## config.mk

```make
export PLATFORM = sky130hd
export DESIGN_NAME = mcs4_rom_reader
export DESIGN_NICKNAME = d
export VERILOG_FILES = /design/src/rtl/mcs4_rom_reader.sv
export SDC_FILE = /design/constraint.sdc
export NUM_CORES = 1
export LEC_CHECK = 0
export CAP_MARGIN = 10
export CORE_ASPECT_RATIO = 0.9
export CORE_MARGIN = 4
export CORE_UTILIZATION = 40
export DETAILED_ROUTE_END_ITERATION = 7
export PLACE_DENSITY = 0.66
export SYNTH_ARGS = -nofsm -noshare
export SYNTH_HDL_FRONTEND = slang
export SYNTH_SLANG_ARGS = --single-unit
export TNS_END_PERCENT = 1
```

## constraint.sdc

```tcl
create_clock -name clk -period 4.6 [get_ports clk]
set_input_delay 1.15 -clock clk [delete_from_list [all_inputs] [get_ports clk]]
set_output_delay 1.15 -clock clk [all_outputs]
set_load 0.01 [all_outputs]
```

## src/rtl/mcs4_rom_reader.sv

```systemverilog
// rtl/mcs4_rom_reader.sv - MCS-4 bus master fetching bursts of 8-bit words from i4001 ROMs
module mcs4_rom_reader (
    input  logic        clk,
    input  logic        rst,
    input  logic        clken_1,
    input  logic        clken_2,
    output logic        sync,
    output logic        cm_rom,
    input  logic [3:0]  dbus_in,
    output logic [3:0]  dbus_out,
    input  logic        req_valid,
    output logic        req_ready,
    input  logic [11:0] req_addr,
    input  logic [3:0]  req_len,
    output logic        rsp_valid,
    output logic [7:0]  rsp_data,
    output logic        rsp_last,
    output logic        busy
);

    typedef enum logic [1:0] {IDLE, ARMED, ACTIVE} state_t;

    localparam logic [2:0] PH_A1 = 3'd0;
    localparam logic [2:0] PH_A2 = 3'd1;
    localparam logic [2:0] PH_A3 = 3'd2;
    localparam logic [2:0] PH_M1 = 3'd3;
    localparam logic [2:0] PH_M2 = 3'd4;
    localparam logic [2:0] PH_X3 = 3'd7;

    state_t      state, state_next;
    logic [2:0]  phase;
    logic [11:0] addr;
    logic [4:0]  remaining;
    logic [3:0]  opr;
    logic        wait_wrap;
    logic        wrap;
    logic        unused_clken_1;

    // Phase 1 carries no information for a pure ROM reader; everything keys off phase 2.
    assign unused_clken_1 = clken_1;
    assign wrap = clken_2 && (phase == PH_X3);

    always_ff @(posedge clk or posedge rst) begin
        if (rst) begin
            phase <= PH_A1;
        end else if (clken_2) begin
            phase <= phase + 3'd1;
        end
    end

    always_ff @(posedge clk or posedge rst) begin
        if (rst) begin
            state <= IDLE;
        end else begin
            state <= state_next;
        end
    end

    always_comb begin
        state_next = state;
        case (state)
            IDLE:    if (req_valid) state_next = ARMED;
            ARMED:   if (wrap && !wait_wrap) state_next = ACTIVE;
            ACTIVE:  if (wrap && remaining == 5'd0) state_next = IDLE;
            default: state_next = IDLE;
        endcase
    end

    always_comb begin
        req_ready = (state == IDLE);
        busy      = (state != IDLE);
        sync      = (phase == PH_X3);
        cm_rom    = (state == ACTIVE) && (phase == PH_A3);
        dbus_out  = 4'd0;
        if (state == ACTIVE) begin
            case (phase)
                PH_A1:   dbus_out = addr[3:0];
                PH_A2:   dbus_out = addr[7:4];
                PH_A3:   dbus_out = addr[11:8];
                default: dbus_out = 4'd0;
            endcase
        end
    end

    // A request taken mid-X3 (before its clken_2) must let that X3->A1 pass before starting.
    always_ff @(posedge clk or posedge rst) begin
        if (rst) begin
            addr      <= 12'd0;
            remaining <= 5'd0;
            wait_wrap <= 1'b0;
            opr       <= 4'd0;
            rsp_valid <= 1'b0;
            rsp_data  <= 8'd0;
            rsp_last  <= 1'b0;
        end else begin
            rsp_valid <= 1'b0;
            rsp_last  <= 1'b0;
            if (state == IDLE && req_valid) begin
                addr      <= req_addr;
                remaining <= (req_len == 4'd0) ? 5'd16 : {1'b0, req_len};
                wait_wrap <= (phase == PH_X3) && !clken_2;
            end
            if (state == ARMED && wrap) begin
                wait_wrap <= 1'b0;
            end
            if (state == ACTIVE && clken_2) begin
                if (phase == PH_M1) begin
                    opr <= dbus_in;
                end
                if (phase == PH_M2) begin
                    rsp_valid <= 1'b1;
                    rsp_data  <= {opr, dbus_in};
                    rsp_last  <= (remaining == 5'd1);
                    addr      <= addr + 12'd1;
                    remaining <= remaining - 5'd1;
                end
            end
        end
    end

endmodule

```

# After elaboration in Yosys (flattened, before gate mapping)

Cells that the tools add are included.

Add/subtract/negate cells: 3
Equality and inequality tests: 11
Multiplexer cells: 19
Reductions and logical operators: 19

Operator list:

| kind                                                                   | number |
|---|---|
| 12-bit 2-to-1 mux                                                      | 3 |
| 5-bit 2-to-1 mux                                                       | 4 |
| 12-bit by 1-bit adder with 12-bit output (second input constant)       | 1 |
| 4-bit one-hot mux with 3 select lines                                  | 1 |
| 1-bit logical AND                                                      | 8 |
| 3-bit by 2-bit equality test with 1-bit output (second input constant) | 2 |
| 3-bit equality test (second input constant)                            | 2 |
| 1-bit 2-to-1 mux                                                       | 6 |
| 2-bit 2-to-1 mux                                                       | 3 |
| 2-bit inequality test (second input constant)                          | 3 |
| 2-bit one-hot mux with 3 select lines                                  | 1 |
| 5-bit by 1-bit equality test with 1-bit output (second input constant) | 1 |
| 5-bit logical NOT                                                      | 1 |
| 5-bit by 1-bit subtractor with 5-bit output (second input constant)    | 1 |
| 4-bit logical NOT                                                      | 1 |
| 4-bit 2-to-1 mux                                                       | 1 |
| 2-bit AND reduction                                                    | 2 |
| 2-bit nonzero test                                                     | 2 |
| 3-bit by 1-bit adder with 3-bit output (second input constant)         | 1 |
| 3-bit by 1-bit equality test with 1-bit output (second input constant) | 1 |
| 3-bit logical NOT                                                      | 1 |
| 3-bit AND reduction                                                    | 1 |
| 2-bit by 1-bit equality test with 1-bit output (second input constant) | 1 |
| 2-bit equality test (second input constant)                            | 1 |
| other kinds (2)                                                        | 3 |

Register bits after elaboration: 37
Bits of input ports: 25
Output and inout port bits: 18

# Depth between registers and ports, before layout

Gate-level depths: netlist of run 1.

Depth in word-level cells: 5
Depth in mapped cells: 8

# Worst setup path after synthesis of run 1

Ideal clock, no wire load.

Path type: register -> output
Start point: register phase[0]
End point: output port dbus_out[0]
Arrival time: 1221 ps
Required time: 3450 ps
Path slack: 2229 ps
Stages on the path, launching flop included: 5
Cells stage by stage: dfrtp_1 > inv_1 > ha_1 > o31ai_1 > nor2_1

Longest elaborated chain between the ends: 3
Elaborated cells between the ends (all ways): 5

Ends and longest elaborated chain:

| item                                                                         | line | source |
|---|---|---|
| from (decl)                                                                  | 31   | `logic [2:0] phase;` |
| from (signal assigned)                                                       | 47   | `phase <= phase + 3'd1;` |
| 3-bit by 2-bit equality test with 1-bit output, or another cell as far along | 76   | `case (phase)` |
| 4-bit one-hot mux with 3 select lines *                                      | 76   |  |
| 4-bit 2-to-1 mux *                                                           | 75   | `if (state == ACTIVE) begin` |
| to (decl)                                                                    | 10   | `output logic [3:0] dbus_out,` |

Every way passes the cells marked *; elsewhere a longest branch is shown, timed or not.

# Final worst setup path of run 1

Start point: register phase[0]
End point: output port dbus_out[1]

The elaborated chain is that of the path after synthesis.

==> flow_summary.ini, run 1 <==
[run_status]
status = finished, final reports clean

[logic_synthesis]
yosys_warnings = 0
synth_top_cell_area_share_pct = 47.4
syn_area_um2 = 1950
synthCells = 205
syn_nets = 239
yosys-top-cells-area = dfrtp_1, nand2_1, ha_1
async_flop_share_pct = 100
synth_seq_area_share_pct = 47.4
ys_seq_elements = 37
synthTopCellsByCount = dfrtp_1, nand2_1, nor2_1
yosysTopAreaCell = dfrtp_1
synth_cell_types = 45
synth-edff-count = 0
synth_flop_cell = dfrtp_1
yosysMostFrequentCell = dfrtp_1
synth.avg_cell_area_um2 = 9.52

[worst_hold_path]
hp-class = reg2reg
hold_path_depth = 2

[critical_path]
crit_family = buffers and inverters
required_ns = 3.45
cp.arrival_ns = 2.24
cp-end-kind = output pin
max_stage_delay_ns = 0.54
cp-start-kind = flop
crit_buf_inv = 2
cp_max_fo = 6
r2r_cells = 7
crit_cells = 5
crit_type = reg2out
worstPathCellList = inv_1 -> ha_1 -> o31ai_1 -> nor2_1 -> clkdlybuf4s50_1
slowest_stage = o31ai_1

[floorplanning]
initial_core_util_pct = 42.7
fp.dieArea_um2 = 6060
die_y_um = 74.3
rows = 23
die_x_um = 81.6
ioPinCount = 43
core_area_um2 = 4580

[power]
p_leak_nw = 1.13
total_power_mw = 1.33
vdd_ir_drop_max_uv = 253
powerDensity_nw_per_um2 = 523

[timing]
layout_min_cycle_time_ns = 3.39
setup_tns_ns = 0
final.period_utilization_pct = 73.7
hold_viol = 0
tightest_slew_ns = 0.714
rsz0062_at_grt = no
fin_worst_skew_ns = 0.00356
slew_viol_final = 0
setup_ws_ns = 1.21
holdWs_ns = 0.464
setup_viol_count_final = 0
fmax_mhz = 295
relSlewSlack_pct = 52.3

[grt]
grt_pass1_wl_um = 7750
grt_pass1_vias = 1667
grt_overflow_total = 0
antenna_found_initial = 0
grt_usage_pct = 16.7
grt_start_max_net_pins = 29

[clock_network]
cts-resized-gates = 0
clk_pin_slew_ns = 0.08
clk_latency_ns = 0.29
cts_max_path_buffers = 2
cts-buffers-inserted = 5
post-cts-setup-buffers = 0
cts_root_buf = clkbuf_8
cts_tree = done
ctsHoldBuffers = 0
htree_num_levels = 2
cts_sinks = 37

[job]
maxCapViolCount = 0

[route]
drc = 0
wirelength_um = 4720
routed_via_density = 5.47
drt_first_iter_violations = 111
wl_per_cell_um = 15.2
dr.pass1.iters = 4
via_count = 1696
antenna_left = 0

[placement]
placed_cells = 302
port_buffers = 41
pre_cts_slack_ns = 1.20
hpwl_um = 3380
place_congestion = 0.894

[cells_and_area]
multiInputGateArea_um2 = 946
areaGrowthSynthToFinish_pct = 30.8
layout.nets = 281
fin_cells = 310
fillers = 392
regArea_um2 = 926
drive_above_1_share_pct = 8.87
antenna_cells = 0
==> state kept, by name, summed over array words and instances, names as in the netlist <==
signal and cells:
wait_wrap 1, rsp_valid 1, opr 4, state 2, phase 3, rsp_data 8
rsp_last 1, remaining 5, addr 12
==> per-stage QoR <==
step	utilization [%]	instance area [um2]
final	55.8	2550
after global routing	55.8	2550
after detailed placement	52.9	2420
after floorplan	-	1950
after global placement	52.9	2420
after CTS	55.8	2550
==> worst reg2reg max path, cell delays in order (launching register included) <==
cell and delay, ns:
dfrtp_1 0.41, inv_1 0.08, ha_1 0.29, and2_1 0.23, nand2_2 0.44, inv_2 0.30, a21o_1 0.23, a221o_1 0.29
==> path summary, 6_finish.rpt <==
kind	end	slack (ns)	start
max	dbus_out[1]	1.21	phase[0]$_DFFE_PP0P_
min	rsp_data[6]$_DFFE_PP0P_	0.46	opr[2]$_DFFE_PP0P_
max reg2reg	addr[11]$_DFF_PP0_	2.20	phase[0]$_DFFE_PP0P_
min reg2reg	rsp_data[6]$_DFFE_PP0P_	0.46	opr[2]$_DFFE_PP0P_
max in group asynchronous	addr[5]$_DFF_PP0_	2.59	rst
min in group asynchronous	addr[8]$_DFF_PP0_	1.29	rst
==> layout by cell type (no fill, tap or decap), types with 8 or more instances in the layout <==
master,synthesis,routed
clkdlybuf4s50_1,0,41
dfrtp_1,37,37
nand2_1,36,36
nor2_1,15,15
inv_1,11,11
a21oi_1,10,10
nor3_1,10,10
ha_1,9,9
o21ai_0,8,8
==> per-layer routing <==
metal | vias up | share of wire (%) | track usage [%]
li1 | 822 | - | -
met1 | 803 | 47 | 23.4
met2 | 62 | 45 | 25.3
met3 | 9 | 6.9 | 4.00
met4 | 0 | 1.4 | 6.27
met5 | - | 0 | 0
==> report_power, final <==
group / internal [mW] / leakage (nW) / total, mW / switching (mW)
clock: 0.215 / 0.0681 / 0.337 / 0.121
combinational: 0.215 / 0.597 / 0.443 / 0.228
sequential: 0.426 / 0.466 / 0.555 / 0.129
==> area by class of cell <==
class | count | area share, %
Sequential cell | 37 | 36.3
Timing Repair Buffer | 43 | 16.7
Tap cell | 62 | 3.04
Clock buffer | 5 | 2.69
Clock inverter | 3 | 2.55
Inverter | 12 | 1.76
Multi-Input combinational cell | 148 | 37.0
==> cell families (layout without fill, tap and decap cells) <==
family                     Yosys count  count (layout)  share of synthesized area, %
and+or+nand+nor                     84              84                          21.4
AOI/OAI and AO/OA                   48              48                          17.5
DFF                                 37              37                          47.4
buffers and inverters               20              63                          4.10
adders and majority gates            9               9                          5.77
muxes                                6               6                          3.33
xor gates and xnor gates             1               1                         0.449
Note: power is estimated with default switching activity, not from simulation.
==> run 2: changes to the inputs <==
- PLACE_DENSITY: 0.66 -> 0.68
- clock period: 4.6 -> 2.85 ns (I/O delays scaled with it)
==> flow_summary.ini, run 2 (synthesis gave the netlist of run 1 again) <==
[timing]
rsz0062_at_grt = yes
fmax_mhz = 364
slew_viol_final = 0
setup_viol_count_final = 0
hold_viol = 0
layout_min_cycle_time_ns = 2.75
final.period_utilization_pct = 96.4
relSlewSlack_pct = 68.3
tightest_slew_ns = 0.476
fin_worst_skew_ns = 0.00626

[cells_and_area]
fillers = 411
final_common_cell = clkdlybuf4s50_1
post-route-util_pct = 56.5
layout_common_cells = clkdlybuf4s50_1, dfrtp_1, nand2_1
regArea_um2 = 926
multiInputGateArea_um2 = 965
top_regs = addr x12, rsp_data x8, remaining x5
regMostFlops = addr
drive_above_1_share_pct = 11.1
areaGrowthSynthToFinish_pct = 32.4
layout.nets = 285
antenna_cells = 0
largest_register_ff_count = 12

[power]
total_power_mw = 2.10
vdd_ir_drop_max_uv = 353
powerDensity_nw_per_um2 = 813
p_leak_nw = 1.13

[job]
maxCapViolCount = 0

[floorplanning]
initial_core_util_pct = 42.7
fp.dieArea_um2 = 6060
die_x_um = 81.6
die_y_um = 74.3
ioPinCount = 43
core_area_um2 = 4580
rows = 23

[clock_network]
cts_sinks = 37
post-cts-setup-buffers = 0
htree_num_levels = 2
ctsHoldBuffers = 0
cts_tree = done
clk_pin_slew_ns = 0.08
clk_latency_ns = 0.29
cts-buffers-inserted = 5
cts_max_path_buffers = 2
cts_root_buf = clkbuf_8

[route]
drt_first_iter_violations = 105
routed_via_density = 5.33
via_count = 1674
wirelength_um = 4710
dr.pass1.iters = 5
wl_per_cell_um = 15.0
antenna_left = 0
drc = 0

[critical_path]
r2r_slack_ns = 0.70
r2r_end = addr[3]$_DFF_PP0_
r2r_cells = 7
required_ns = 2.14
crit_start = phase[0]$_DFFE_PP0P_
reg2reg_from = phase[0]$_DFFE_PP0P_
cp-end-kind = output pin
cp-start-kind = flop
cp_max_fo = 7
cp.arrival_ns = 2.04
cp-endpoint = dbus_out[2]
crit_type = reg2out

[grt]
grt_start_max_net_pins = 38
grt_pass1_vias = 1622
antenna_found_initial = 0
grt_pass1_wl_um = 7710
grt_overflow_total = 0
grt_usage_pct = 16.8

[worst_hold_path]
hp-class = reg2reg

[placement]
port_buffers = 41
hpwl_um = 3390
place_congestion = 0.844

[run_status]
status = finished, final reports clean
==> run 2: changes by cell type in the layout (fill, tap and decap cells not counted), sizes merged <==
cell	change
buf	+4
bufinv	-1
clkinvlp	+1
==> run 2: metrics by stage <==
step	area (um2)	setup slack (ns)	std cells	hold slack [ns]	setup TNS, ns
after floorplan	1950	0.916	205	0.433	0
after global placement	2450	0.315	306	0.442	0
after detailed placement	2450	0.283	306	0.446	0
after CTS	2570	0.0830	314	0.466	0
after global routing	2580	-0.00343	314	0.515	-0.00343
final	2580	0.102	314	0.464	0
==> run 2: layout make-up <==
type	count	share of cell area (%)
Clock inverter	3	1.79
Multi-Input combinational cell	148	37.3
Clock buffer	5	2.66
Inverter	12	1.74
Sequential cell	37	35.8
Timing Repair Buffer	47	17.6
Tap cell	62	3.00
==> run 2: what timing repair did <==
item	4_1_cts	5_1_grt
cloned	0	0
endpoints found under the hold margin	0	0
resized for setup	1	2
setup endpoints to repair	4	4
==> run 2: worst min path at each step <==
stage,startpoint,endpoint,slack [ns],depth (start not counted)
after floorplan,opr[0]$_DFFE_PP0P_,rsp_data[4]$_DFFE_PP0P_,0.43,2
after global placement,opr[0]$_DFFE_PP0P_,rsp_data[4]$_DFFE_PP0P_,0.44,2
after detailed placement,opr[0]$_DFFE_PP0P_,rsp_data[4]$_DFFE_PP0P_,0.45,2
after CTS,opr[0]$_DFFE_PP0P_,rsp_data[4]$_DFFE_PP0P_,0.47,2
after global routing,opr[0]$_DFFE_PP0P_,rsp_data[4]$_DFFE_PP0P_,0.51,2
final,opr[0]$_DFFE_PP0P_,rsp_data[4]$_DFFE_PP0P_,0.46,2
==> run 2: where the power goes <==
group          switching (mW)  total, mW  internal, mW
clock network           0.195      0.457         0.262
logic                   0.382      0.741         0.359
registers               0.214      0.902         0.688
total                   0.791       2.10          1.31
==> run 2: metal layers <==
layer | global-route usage [%] | wire (um)
met5 | 0 | 0
met4 | 6.46 | 69
met3 | 3.51 | 306
met2 | 27.2 | 2210
met1 | 22.3 | 2120
==> run 2: critical path, cell delays in order (launching register included) <==
cell and delay (ns):
dfrtp_1 0.42, inv_1 0.09, ha_1 0.32, a222oi_1 0.37
nor2_1 0.07, clkdlybuf4s50_1 0.48
==> run 3: changes to the inputs <==
- ABC_AREA: default -> 1
- PLACE_DENSITY: 0.68 -> 0.67
==> flow_summary.ini, run 3 <==
[critical_path]
cp-start-kind = flop
cp.arrival_ns = 2.00
crit_start = phase[1]$_DFFE_PP0P_
max_stage_delay_ns = 0.52
crit_top_cell = inv_1
crit_family = buffers and inverters
required_ns = 2.14
slowest_stage = clkdlybuf4s50_1
worstPathCellList = inv_1 -> ha_2 -> inv_1 -> nor2_2 -> nand2_1 -> o21ai_0 -> o21ai_0 -> inv_1 -> clkdlybuf4s50_1
cp-endpoint = dbus_out[1]
crit_type = reg2out
r2r_cells = 8
r2r_slack_ns = 1.29
crit_buf_inv = 4
r2r_end = addr[3]$_DFF_PP0_
cp-end-kind = output pin
cp_max_fo = 3
crit_cells = 9
reg2reg_from = phase[1]$_DFFE_PP0P_

[grt]
grt_start_max_net_pins = 38
antenna_found_initial = 0
busiest_layer = met2
grt_use_met2_pct = 25.0
grt_use_met3_pct = 3.86
grt_pass1_vias = 1852
grt_pass1_wl_um = 8790
grt_overflow_total = 0
grt_usage_pct = 16.5
grt_util_met1_pct = 23.2

[logic_synthesis]
yosysTopAreaCell = dfrtp_1
ys_seq_elements = 37
async_flop_share_pct = 100
synth_seq_area_share_pct = 43.6
synth_top_cell_area_share_pct = 43.6
synth-edff-count = 0
yosysMostFrequentCell = nand2_1
synth_cell_types = 23
synth_flop_cell = dfrtp_1
synthCells = 294
synthTopCellsByCount = nand2_1, dfrtp_1, inv_1
yosys-top-cells-area = dfrtp_1, nand2_1, o21ai_0
syn_area_um2 = 2130
synth.avg_cell_area_um2 = 7.23
yosys_warnings = 0
syn_nets = 328

[cells_and_area]
post-route-util_pct = 55.0
largest_register_ff_count = 12
stdcell_area_um2 = 2740
layout_common_cells = nand2_1, clkdlybuf4s50_1, inv_1, dfrtp_1, nor2_1
drive_above_1_share_pct = 7.02
areaGrowthSynthToFinish_pct = 29.1
layout.nets = 375
regMostFlops = addr
top_regs = addr x12, rsp_data x8, remaining x5
final_common_cell = nand2_1
antenna_cells = 0

[route]
routed_via_density = 4.87
via_count = 1982
antenna_left = 0
wirelength_um = 5090
dr.pass1.iters = 5
drt_first_iter_violations = 129
drc = 0
wl_per_cell_um = 12.5

[timing]
fmax_mhz = 369
relSlewSlack_pct = 68.1
rsz0062_at_grt = no
tightest_slew_ns = 0.478
slew_viol_final = 0
setup_tns_ns = 0
final.period_utilization_pct = 95.1
fin_worst_skew_ns = 0.00272
setup_ws_ns = 0.140
layout_min_cycle_time_ns = 2.71
hold_viol = 0
setup_viol_count_final = 0

[placement]
port_buffers = 41
pre_cts_slack_ns = 0.394
hpwl_um = 3790
placed_cell_area_um2 = 2610
place_congestion = 0.844

[clock_network]
cts_tree = done
htree_num_levels = 2
cts_max_path_buffers = 2
clk_pin_slew_ns = 0.08
cts-buffers-inserted = 5
clk_latency_ns = 0.29
ctsHoldBuffers = 0
cts_sinks = 37
cts_root_buf = clkbuf_8

[floorplanning]
core_area_um2 = 4980
fp.dieArea_um2 = 6550
ioPinCount = 43
rows = 24
die_x_um = 84.8
initial_core_util_pct = 42.6
die_y_um = 77.2

[worst_hold_path]
hp-class = reg2reg
hp-start = rsp_data[2]$_DFFE_PP0P_

[power]
vdd_ir_drop_max_uv = 449
p_leak_nw = 1.34
powerDensity_nw_per_um2 = 946

[job]
maxCapViolCount = 0

[run_status]
status = finished, final reports clean
==> run 3: what timing repair did <==
action,in CTS,in global routing
setup endpoints to repair,0,4
buffers inserted,0,2
resized for setup,0,3
==> run 3: worst min-delay path by stage <==
stage                                    to  slack (ns)  cells after the start
CTS                      opr[3]$_DFFE_PP0P_        0.48                      2
detailed placement       opr[3]$_DFFE_PP0P_        0.46                      2
finish              rsp_data[2]$_DFFE_PP0P_        0.47                      2
global route        rsp_data[5]$_DFFE_PP0P_        0.50                      2
floorplan                opr[0]$_DFFE_PP0P_        0.44                      2
global placement         opr[3]$_DFFE_PP0P_        0.46                      2
==> run 3: cell type report <==
type	count	area, um2
Fill cell	502	2240
Multi-Input combinational cell	209	1000
Sequential cell	37	926
Timing Repair Buffer	49	470
Inverter	39	146
Tap cell	65	81.3
Clock buffer	5	68.8
Clock inverter	3	46.3
==> run 3: worst min-delay path, cell delays in order, from the launching register on <==
cell and delay [ns]:
dfrtp_1 0.34, nand2_1 0.05, nand2_1 0.05
==> run 3: kinds of logic (layout without fill, tap and decap cells) <==
logic type	count (synthesis)	count (layout)	synth area share [%]
and+or+nand+nor	149	149	28.8
AOI/OAI and AO/OA	49	49	12.1
buffers and inverters	48	96	9.42
DFF	37	37	43.6
adders and majority gates	9	9	5.30
xor gates and xnor gates	2	2	0.824
==> run 3: report_power, final <==
| group | internal (mW) | total, mW | switching, mW |
|---|---|---|---|
| logic | 0.509 | 1.15 | 0.642 |
| clock network | 0.262 | 0.458 | 0.196 |
| registers | 0.763 | 0.986 | 0.224 |
==> run 3: stage by stage <==
stage	instances	hold WS (ns)	power, mW
2_1_floorplan	294	0.442	1.69
3_3_place_gp	397	0.456	2.08
3_5_place_dp	397	0.461	2.12
4_1_cts	405	0.481	2.58
5_1_grt	407	0.501	2.84
6_report	407	0.474	2.60
==> run 3: per-layer routing <==
| layer | up-vias | part of all wire, % |
|---|---|---|
| met2 | 64 | 45 |
| met5 | - | 0 |
| met4 | 0 | 0.75 |
| met3 | 2 | 6.8 |
| li1 | 1027 | - |
| met1 | 889 | 48 |
